File: src/rtl/pc_sequencer.sv
// Program-counter stage: owns the PC, selects the next PC from four sources and
// tracks call/return pairs in a circular return-address stack that audits every jr.
module pc_sequencer #(
  parameter int unsigned        PC_W      = 32,
  parameter logic [PC_W-1:0]    RESET_PC  = '0,
  parameter int unsigned        RAS_DEPTH = 4
) (
  input  logic                          CLK,
  input  logic                          RST,
  input  logic [1:0]                    pc_sel,
  input  logic                          branch_taken,
  input  logic [15:0]                   imm16,
  input  logic [25:0]                   jaddr,
  input  logic [PC_W-1:0]               rdat,
  input  logic                          is_call,
  input  logic                          ihit,
  input  logic                          stall,
  output logic [PC_W-1:0]               pc,
  output logic [PC_W-1:0]               npc,
  output logic [$clog2(RAS_DEPTH):0]    ras_count,
  output logic                          ras_miss,
  output logic                          misalign
);

  localparam int unsigned PTR_W = $clog2(RAS_DEPTH);
  localparam int unsigned CNT_W = PTR_W + 1;

  localparam logic [1:0] PC_BRANCH = 2'd0;
  localparam logic [1:0] PC_JRA    = 2'd1;
  localparam logic [1:0] PC_JUMP   = 2'd2;
  localparam logic [1:0] PC_NPC    = 2'd3;

  logic [PC_W-1:0]  pc_q, pc_d;
  logic [PTR_W-1:0] tp_q, tp_d;
  logic [CNT_W-1:0] cnt_q, cnt_d;
  logic             miss_q, miss_d;
  logic             mis_q, mis_d;
  logic [PC_W-1:0]  ras_q [RAS_DEPTH];

  logic             adv_s;
  logic             ras_wr_s;
  logic [PC_W-1:0]  npc_s;
  logic [PC_W-1:0]  br_off_s;
  logic [PC_W-1:0]  jump_tgt_s;
  logic [PC_W-1:0]  jra_tgt_s;

  assign adv_s      = ihit & ~stall;
  assign npc_s      = pc_q + PC_W'(32'd4);
  assign br_off_s   = {{(PC_W-18){imm16[15]}}, imm16, 2'b00};
  assign jump_tgt_s = {npc_s[PC_W-1:28], jaddr, 2'b00};
  assign jra_tgt_s  = {rdat[PC_W-1:2], 2'b00};

  // Next-PC selection and RAS pointer/count bookkeeping; pulses default low.
  always_comb begin
    pc_d     = pc_q;
    tp_d     = tp_q;
    cnt_d    = cnt_q;
    miss_d   = 1'b0;
    mis_d    = 1'b0;
    ras_wr_s = 1'b0;
    if (adv_s) begin
      case (pc_sel)
        PC_BRANCH: pc_d = branch_taken ? (npc_s + br_off_s) : npc_s;
        PC_JUMP:   pc_d = jump_tgt_s;
        PC_JRA: begin
          pc_d  = jra_tgt_s;
          mis_d = (rdat[1:0] != 2'b00);
        end
        PC_NPC:    pc_d = npc_s;
        default:   pc_d = npc_s;
      endcase
      if (is_call && (pc_sel != PC_JRA)) begin
        // A push when full silently overwrites the oldest entry.
        tp_d     = tp_q + PTR_W'(1);
        ras_wr_s = 1'b1;
        cnt_d    = (cnt_q == CNT_W'(RAS_DEPTH)) ? cnt_q : (cnt_q + CNT_W'(1));
      end else if (pc_sel == PC_JRA) begin
        miss_d = (cnt_q == CNT_W'(0)) || (ras_q[tp_q] != jra_tgt_s);
        if (is_call) begin
          ras_wr_s = 1'b1;
          cnt_d    = (cnt_q == CNT_W'(0)) ? CNT_W'(1) : cnt_q;
        end else if (cnt_q != CNT_W'(0)) begin
          tp_d  = tp_q - PTR_W'(1);
          cnt_d = cnt_q - CNT_W'(1);
        end else begin
          tp_d  = tp_q;
        end
      end else begin
        tp_d = tp_q;
      end
    end else begin
      pc_d = pc_q;
    end
  end

  // State registers: PC, RAS pointer/count and the one-cycle event pulses.
  always_ff @(posedge CLK or posedge RST) begin
    if (RST) begin
      pc_q   <= RESET_PC;
      tp_q   <= '0;
      cnt_q  <= '0;
      miss_q <= 1'b0;
      mis_q  <= 1'b0;
    end else begin
      pc_q   <= pc_d;
      tp_q   <= tp_d;
      cnt_q  <= cnt_d;
      miss_q <= miss_d;
      mis_q  <= mis_d;
    end
  end

  // RAS storage; the write lands at the post-update top pointer.
  always_ff @(posedge CLK or posedge RST) begin
    if (RST) begin
      for (int i = 0; i < RAS_DEPTH; i++) begin
        ras_q[i] <= '0;
      end
    end else if (ras_wr_s) begin
      ras_q[tp_d] <= npc_s;
    end
  end

  assign pc        = pc_q;
  assign npc       = npc_s;
  assign ras_count = cnt_q;
  assign ras_miss  = miss_q;
  assign misalign  = mis_q;

endmodule

File: config.mk
export PLATFORM = sky130hd
export DESIGN_NAME = pc_sequencer
export DESIGN_NICKNAME = d
export VERILOG_FILES = /design/src/rtl/pc_sequencer.sv
export SDC_FILE = /design/constraint.sdc
export NUM_CORES = 1
export LEC_CHECK = 0
export CAP_MARGIN = 20
export CELL_PAD_IN_SITES_DETAIL_PLACEMENT = 0
export CELL_PAD_IN_SITES_GLOBAL_PLACEMENT = 1
export CORE_AREA = 5 5 208 210
export CTS_CLUSTER_SIZE = 20
export DETAILED_ROUTE_END_ITERATION = 10
export DIE_AREA = 0 0 213 215
export PLACE_DENSITY = 0.63
export SKIP_CTS_REPAIR_TIMING = 1
export SLEW_MARGIN = 0
export SYNTH_ARGS = -nofsm -noshare
export SYNTH_HDL_FRONTEND = slang
export SYNTH_SLANG_ARGS = --single-unit
File: constraint.sdc
create_clock -name CLK -period 17.7 [get_ports CLK]
set_input_delay 5.31 -clock CLK [delete_from_list [all_inputs] [get_ports CLK]]
set_output_delay 5.31 -clock CLK [all_outputs]
set_load 0.01 [all_outputs]
==> results of run 1 <==
-- sequential cells by signal (all words and copies together), names as in the netlist --
| register | cells |
|---|---|
| tp_q | 2 |
| ras_miss | 1 |
| pc | 30 |
| misalign | 1 |
| ras_q | 120 |
| ras_count | 3 |
-- layer usage --
| layer | track usage | wire [um] | up-vias |
|---|---|---|---|
| met5 | 0 | 0 | - |
| met4 | 0.0361 | 524 | 0 |
| met3 | 0.0325 | 2330 | 26 |
| met2 | 0.240 | 16400 | 272 |
| met1 | 0.227 | 16800 | 4302 |
| li1 | - | - | 4150 |
-- worst max-delay path by stage --
stage,slack (ns),cells after the start,endpoint,from
finish,8.89,8,npc[28],pc[2]$_DFFE_PP0P_
global route,8.72,8,npc[28],pc[2]$_DFFE_PP0P_
CTS,8.89,8,npc[28],pc[2]$_DFFE_PP0P_
detailed placement,9.04,11,pc[26]$_DFFE_PP0P_,imm16[0]
global placement,9.06,11,pc[26]$_DFFE_PP0P_,imm16[0]
floorplan,8.16,1,misalign$_DFF_PP0_,RST
-- kinds of logic (layout without fill, tap and decap cells) --
logic type	Yosys count	in the layout	share of synthesized area
AO/OA/AOI/OAI	312	312	0.187
adder cells (fa/ha/maj)	36	36	0.0453
AND/OR/NAND/NOR	343	343	0.161
XOR/XNOR	82	82	0.0711
flip-flops	157	157	0.389
buffers and inverters	120	237	0.0520
multiplexers	49	49	0.0941
other	1	4	0.000371
-- critical path, delay by kind of cell, from the launching register on --
kind | cells | cell delay (ns)
flip-flops | 1 | 0.66
XOR/XNOR | 1 | 0.35
AND/OR/NAND/NOR | 3 | 0.90
buffers and inverters | 3 | 0.80
adder cells (fa/ha/maj) | 1 | 0.34
-- layout make-up --
type                            count  area [um^2]
Sequential cell                   157         3930
Multi-Input combinational cell    826         5700
Clock inverter                      9         50.0
Fill cell                        4329        28900
Clock buffer                       20          447
Inverter                           51          196
Tap cell                          539          674
Timing Repair Buffer              157         1540
-- layout by cell type (no fill, tap or decap), drive strengths merged, types with 11 or more instances in the layout --
cell	instances
o21ai	71
dfrtp	157
inv	50
nor2	132
mux4	36
nand3	23
nand2	101
a21oi	134
nor3	14
xor2	16
clkdlybuf4s50	145
a31oi	11
a211oi	16
buf	12
clkbuf	20
nand4	18
ha	35
xnor2	66
-- per-stage QoR --
step | power [mW] | hold slack (ns) | instances | instance area, um^2
global placement | 1.47 | 0.459 | 1730 | 12000
CTS | 1.81 | 0.479 | 1759 | 12500
detailed placement | 1.48 | 0.466 | 1730 | 12000
floorplan | 1.20 | 0.445 | 1103 | 10100
global route | 1.93 | 0.509 | 1759 | 12500
finish | 1.80 | 0.476 | 1759 | 12500
-- report_power, final --
part | total (mW) | internal [mW] | switching [mW] | leakage (nW)
clock network | 0.327 | 0.179 | 0.149 | 0.247
registers | 0.622 | 0.513 | 0.109 | 1.87
logic | 0.850 | 0.411 | 0.439 | 2.87
total | 1.80 | 1.10 | 0.696 | 4.98
==> impl_metrics.json, run 1 <==
{
  "outcome": "completed",
  "ys_types": 77,
  "area_delta_synth_final_pct": 24.1,
  "path_class": "flop to primary output",
  "holdCritPathClass": "flop to flop",
  "wire_per_inst_um": 20.5,
  "powerDensity_nw_per_um2": 144,
  "seq_area_frac_synth": 0.389,
  "regToRegStartpoint": "pc[2]$_DFFE_PP0P_",
  "worstHoldStart": "ras_q[20]$_DFFE_PP0P_",
  "layout_setup_ws_ns": 8.89,
  "clock_sinks": 157,
  "pre_cts_slack_ns": 9.04,
  "grt_pass1_wl_um": 55000,
  "cts_tree": "built",
  "first_pass_iters": 5,
  "vias_per_cell": 4.97,
  "ys_seq_elements": 157,
  "synth_top_area_share": 0.389,
  "io_pins": 151,
  "ir_worst_vdd_mv": 0.0601,
  "start_kind": "flop",
  "initialDrtViolationCount": 694,
  "hpwl_um": 26500,
  "ys.warnings.count": 0,
  "power_leakage_nw": 4.98,
  "maxCapViolCount": 0,
  "port_buffers": 146,
  "die_height_um": 215,
  "async_reset_ff_frac": 1.00,
  "grt_overflow": 0,
  "clockRootBuffer": "clkbuf_16",
  "postRouteAntennaNets": 0,
  "final_util": 0.303,
  "path_cells": "ha_1, inv_1, nor2_1, nand3_1, nor3_1, xnor2_1, inv_1, clkdlybuf4s50_1",
  "hold_depth": 2,
  "yosysTopAreaCell": "dfrtp_1",
  "row_count": 75,
  "cp_max_fo": 9,
  "setup_tns_ns": 0,
  "nets": 1328,
  "clk_latency_ns": 0.43,
  "die_area_um2": 45800,
  "syn_avg_cell_area_um2": 9.18,
  "vias": 8750,
  "worstMarginPinSlew_ns": 1.01,
  "grt.total_usage": 0.157,
  "slew-limit-headroom": 0.326,
  "drive_gt1_frac": 0.0877,
  "antenna_found_initial": 0,
  "finalSetupViolCount": 0,
  "routed_wl_um": 36000,
  "fin_skew_ns": 0.00849,
  "yosys_most_used_dff": "dfrtp_1",
  "netlist_area_um2": 10100,
  "core_um2": 41400,
  "netlist_top_cells_count": "dfrtp_1, a21oi_1, nor2_1, nand2_1, xnor2_1",
  "synth_edf_count": 0,
  "clk_pin_slew_worst_paths_ns": 0.06,
  "endpoint_kind": "primary output",
  "cpMostUsedCell": "inv_1",
  "initial_core_util": 0.244,
  "final_max_slew_viol_count": 0,
  "synth_most_common_cell": "dfrtp_1",
  "crit_slowest_cell": "dfrtp_1",
  "grt_pass1_vias": 8753,
  "synth_cells": 1100,
  "r2r_end": "pc[30]$_DFFE_PP0P_",
  "required_ns": 12.39,
  "rsz0062_at_grt": "false",
  "n_antenna_cell": 0,
  "period_share": 0.498,
  "numCtsBuffers": 17,
  "slowest_delay_ns": 0.66,
  "max_clock_freq_mhz": 114,
  "cts_max_level": 4,
  "cts_buffer_depth": 2,
  "gp_congestion": 0.867,
  "post-route-min-period_ns": 8.81,
  "cp.arrival_ns": 3.50,
  "ys_top_cells_by_area": "dfrtp_1, mux4_2, a21oi_1",
  "r2r_slack_ns": 12.85,
  "drcViolationCount": 0,
  "grt_max_degree": 94,
  "hold_end": "ras_q[20]$_DFFE_PP0P_",
  "hold_viol_final": 0,
  "fp.dieW_um": 213,
  "ff2ff_path_depth": 14
}
No activity file was read; power rests on OpenSTA's default activity.
==> inputs of run 2 (changes only) <==
--- a/config.mk
+++ b/config.mk
@@ -12,7 +12,7 @@
 export CTS_CLUSTER_SIZE = 20
 export DETAILED_ROUTE_END_ITERATION = 10
 export DIE_AREA = 0 0 213 215
-export PLACE_DENSITY = 0.63
+export PLACE_DENSITY = 0.65
 export SKIP_CTS_REPAIR_TIMING = 1
 export SLEW_MARGIN = 0
 export SYNTH_ARGS = -nofsm -noshare
==> constraint.sdc (replaced) <==
create_clock -name CLK -period 7.6 [get_ports CLK]
set_input_delay 2.28 -clock CLK [delete_from_list [all_inputs] [get_ports CLK]]
set_output_delay 2.28 -clock CLK [all_outputs]
set_load 0.01 [all_outputs]
==> run 2 against run 1 <==
Non-clock buffer count is 4 higher. Wire length is 0.21% higher. Sequential share of layout area is 0.17 points lower. Clock power is 150% higher.
==> impl_metrics.json, run 2 (synthesis results as in run 1) <==
{
  "path_class": "flop to primary output",
  "grt_max_degree": 86,
  "fin_skew_ns": 0.0118,
  "final_max_slew_viol_count": 0,
  "hpwl_um": 26900,
  "grt_pass1_wl_um": 55200,
  "nets": 1332,
  "core_um2": 41400,
  "path_cells": "ha_1, nand4_1, nor2_1, nand3_1, xor2_1, inv_1, clkdlybuf4s50_1",
  "finish.instance_area_um2": 12600,
  "first_pass_iters": 5,
  "regArea_um2": 3930,
  "routed_wl_um": 36100,
  "clk_pin_slew_worst_paths_ns": 0.06,
  "powerDensity_nw_per_um2": 337,
  "initialDrtViolationCount": 591,
  "path_depth": 7,
  "antenna_found_initial": 0,
  "final_util": 0.305,
  "largest_register_ffs": 120,
  "port_buffers": 146,
  "slowest_delay_ns": 0.68,
  "dp_cells": 1734,
  "postRouteAntennaNets": 0,
  "drive_gt1_frac": 0.0875,
  "cts_max_level": 4,
  "endpoint_kind": "primary output",
  "pre_cts_slack_ns": 2.03,
  "outcome": "completed",
  "timing.critical_path.buf_inv": 2,
  "period_share": 0.767,
  "io_pins": 151,
  "numCtsBuffers": 17,
  "postPlaceCellArea_um2": 12100,
  "path_delay_family": "simple AND/OR/NAND/NOR gates",
  "ff2ff_path_depth": 14,
  "crit_slowest_cell": "dfrtp_1",
  "grt_pass1_vias": 8693,
  "maxCapViolCount": 0,
  "die_height_um": 215,
  "max_clock_freq_mhz": 172,
  "p_total_mw": 4.25,
  "slew-limit-headroom": 0.251,
  "gp_congestion": 0.866,
  "regToRegStartpoint": "pc[2]$_DFFE_PP0P_",
  "mostFrequentLayoutCells": "dfrtp_1, clkdlybuf4s50_1, nor2_1",
  "area_delta_synth_final_pct": 24.8,
  "worstMarginPinSlew_ns": 1.12,
  "whs_ns": 0.471,
  "rsz0062_at_grt": "false",
  "grt.total_usage": 0.157,
  "cts_buffer_depth": 2,
  "r2r_slack_ns": 2.63,
  "required_ns": 5.32,
  "fin_cells": 1763,
  "cp.arrival_ns": 3.55,
  "initial_core_util": 0.244,
  "fillers": 4283,
  "ir_worst_vdd_mv": 0.182,
  "multiInputGateArea_um2": 5700,
  "crit_path_end": "npc[24]",
  "clockRootBuffer": "clkbuf_16",
  "r2r_end": "pc[30]$_DFFE_PP0P_",
  "mostFrequentLayoutCell": "dfrtp_1",
  "row_count": 75,
  "layout_setup_ws_ns": 1.77,
  "vias_per_cell": 5.01,
  "die_area_um2": 45800,
  "crit_start": "pc[2]$_DFFE_PP0P_",
  "vias": 8836,
  "clk_latency_ns": 0.43,
  "regMostFlops": "ras_q",
  "fp.dieW_um": 213,
  "wire_per_inst_um": 20.5,
  "power_leakage_nw": 5.02,
  "finalSetupViolCount": 0,
  "holdCritPathClass": "flop to flop",
  "worstHoldStart": "ras_q[22]$_DFFE_PP0P_",
  "grt_overflow": 0,
  "drcViolationCount": 0,
  "start_kind": "flop",
  "cts_tree": "built",
  "cp_max_fo": 10,
  "hold_viol_final": 0,
  "setup_tns_ns": 0,
  "clock_sinks": 157,
  "post-route-min-period_ns": 5.83
}
==> run 2: cell count changes in the layout (fill, tap and decap cells not counted) <==
cell / previous run / this run
buf_4: 11 / 15
bufinv_16: 0 / 1
clkbuf_1: 2 / 5
clkbuf_8: 1 / 4
clkinv_2: 7 / 1
clkinvlp_4: 2 / 0
diode_2: 0 / 1
==> run 2: worst reg2reg max path, stage by stage, from the launching register on <==
cell      delay, ns
dfrtp_1        0.68
nand2_1        0.22
nor2_1         0.59
and3_2         0.29
xnor2_1        0.37
inv_1          0.23
ha_1           0.40
o21ai_0        0.11
o21bai_1       0.43
a221oi_2       0.21
o21bai_1       0.42
a31oi_2        0.21
o31ai_1        0.40
o22ai_1        0.13
nand3b_1       0.17
==> run 2: layout make-up <==
type / count / share of cell area
Inverter: 51 / 0.0156
Clock buffer: 26 / 0.0396
Sequential cell: 157 / 0.312
Tap cell: 539 / 0.0535
Antenna cell: 1 / 0.000199
Multi-Input combinational cell: 826 / 0.452
Clock inverter: 2 / 0.00278
Timing Repair Buffer: 161 / 0.124
==> run 2: routing by layer <==
layer	track usage	up-vias	part of all wire
met3	0.0279	25	0.067
met1	0.234	4350	0.47
met5	0	-	0
met4	0.0320	0	0.011
li1	-	4152	-
met2	0.239	309	0.45
==> run 2: worst min path at each step <==
stage                                       end  slack, ns  cells after the start
after global routing      ras_q[19]$_DFFE_PP0P_       0.50                      2
after CTS                 ras_q[14]$_DFFE_PP0P_       0.48                      2
after detailed placement  ras_q[22]$_DFFE_PP0P_       0.47                      2
final                     ras_q[22]$_DFFE_PP0P_       0.47                      2
after floorplan           ras_q[10]$_DFFE_PP0P_       0.44                      2
after global placement    ras_q[28]$_DFFE_PP0P_       0.46                      2
==> run 2: report_power, final <==
part | internal [mW] | total, mW | switching, mW
registers | 1.20 | 1.46 | 0.261
logic | 0.960 | 1.98 | 1.02
clock network | 0.478 | 0.811 | 0.333
total | 2.63 | 4.25 | 1.61
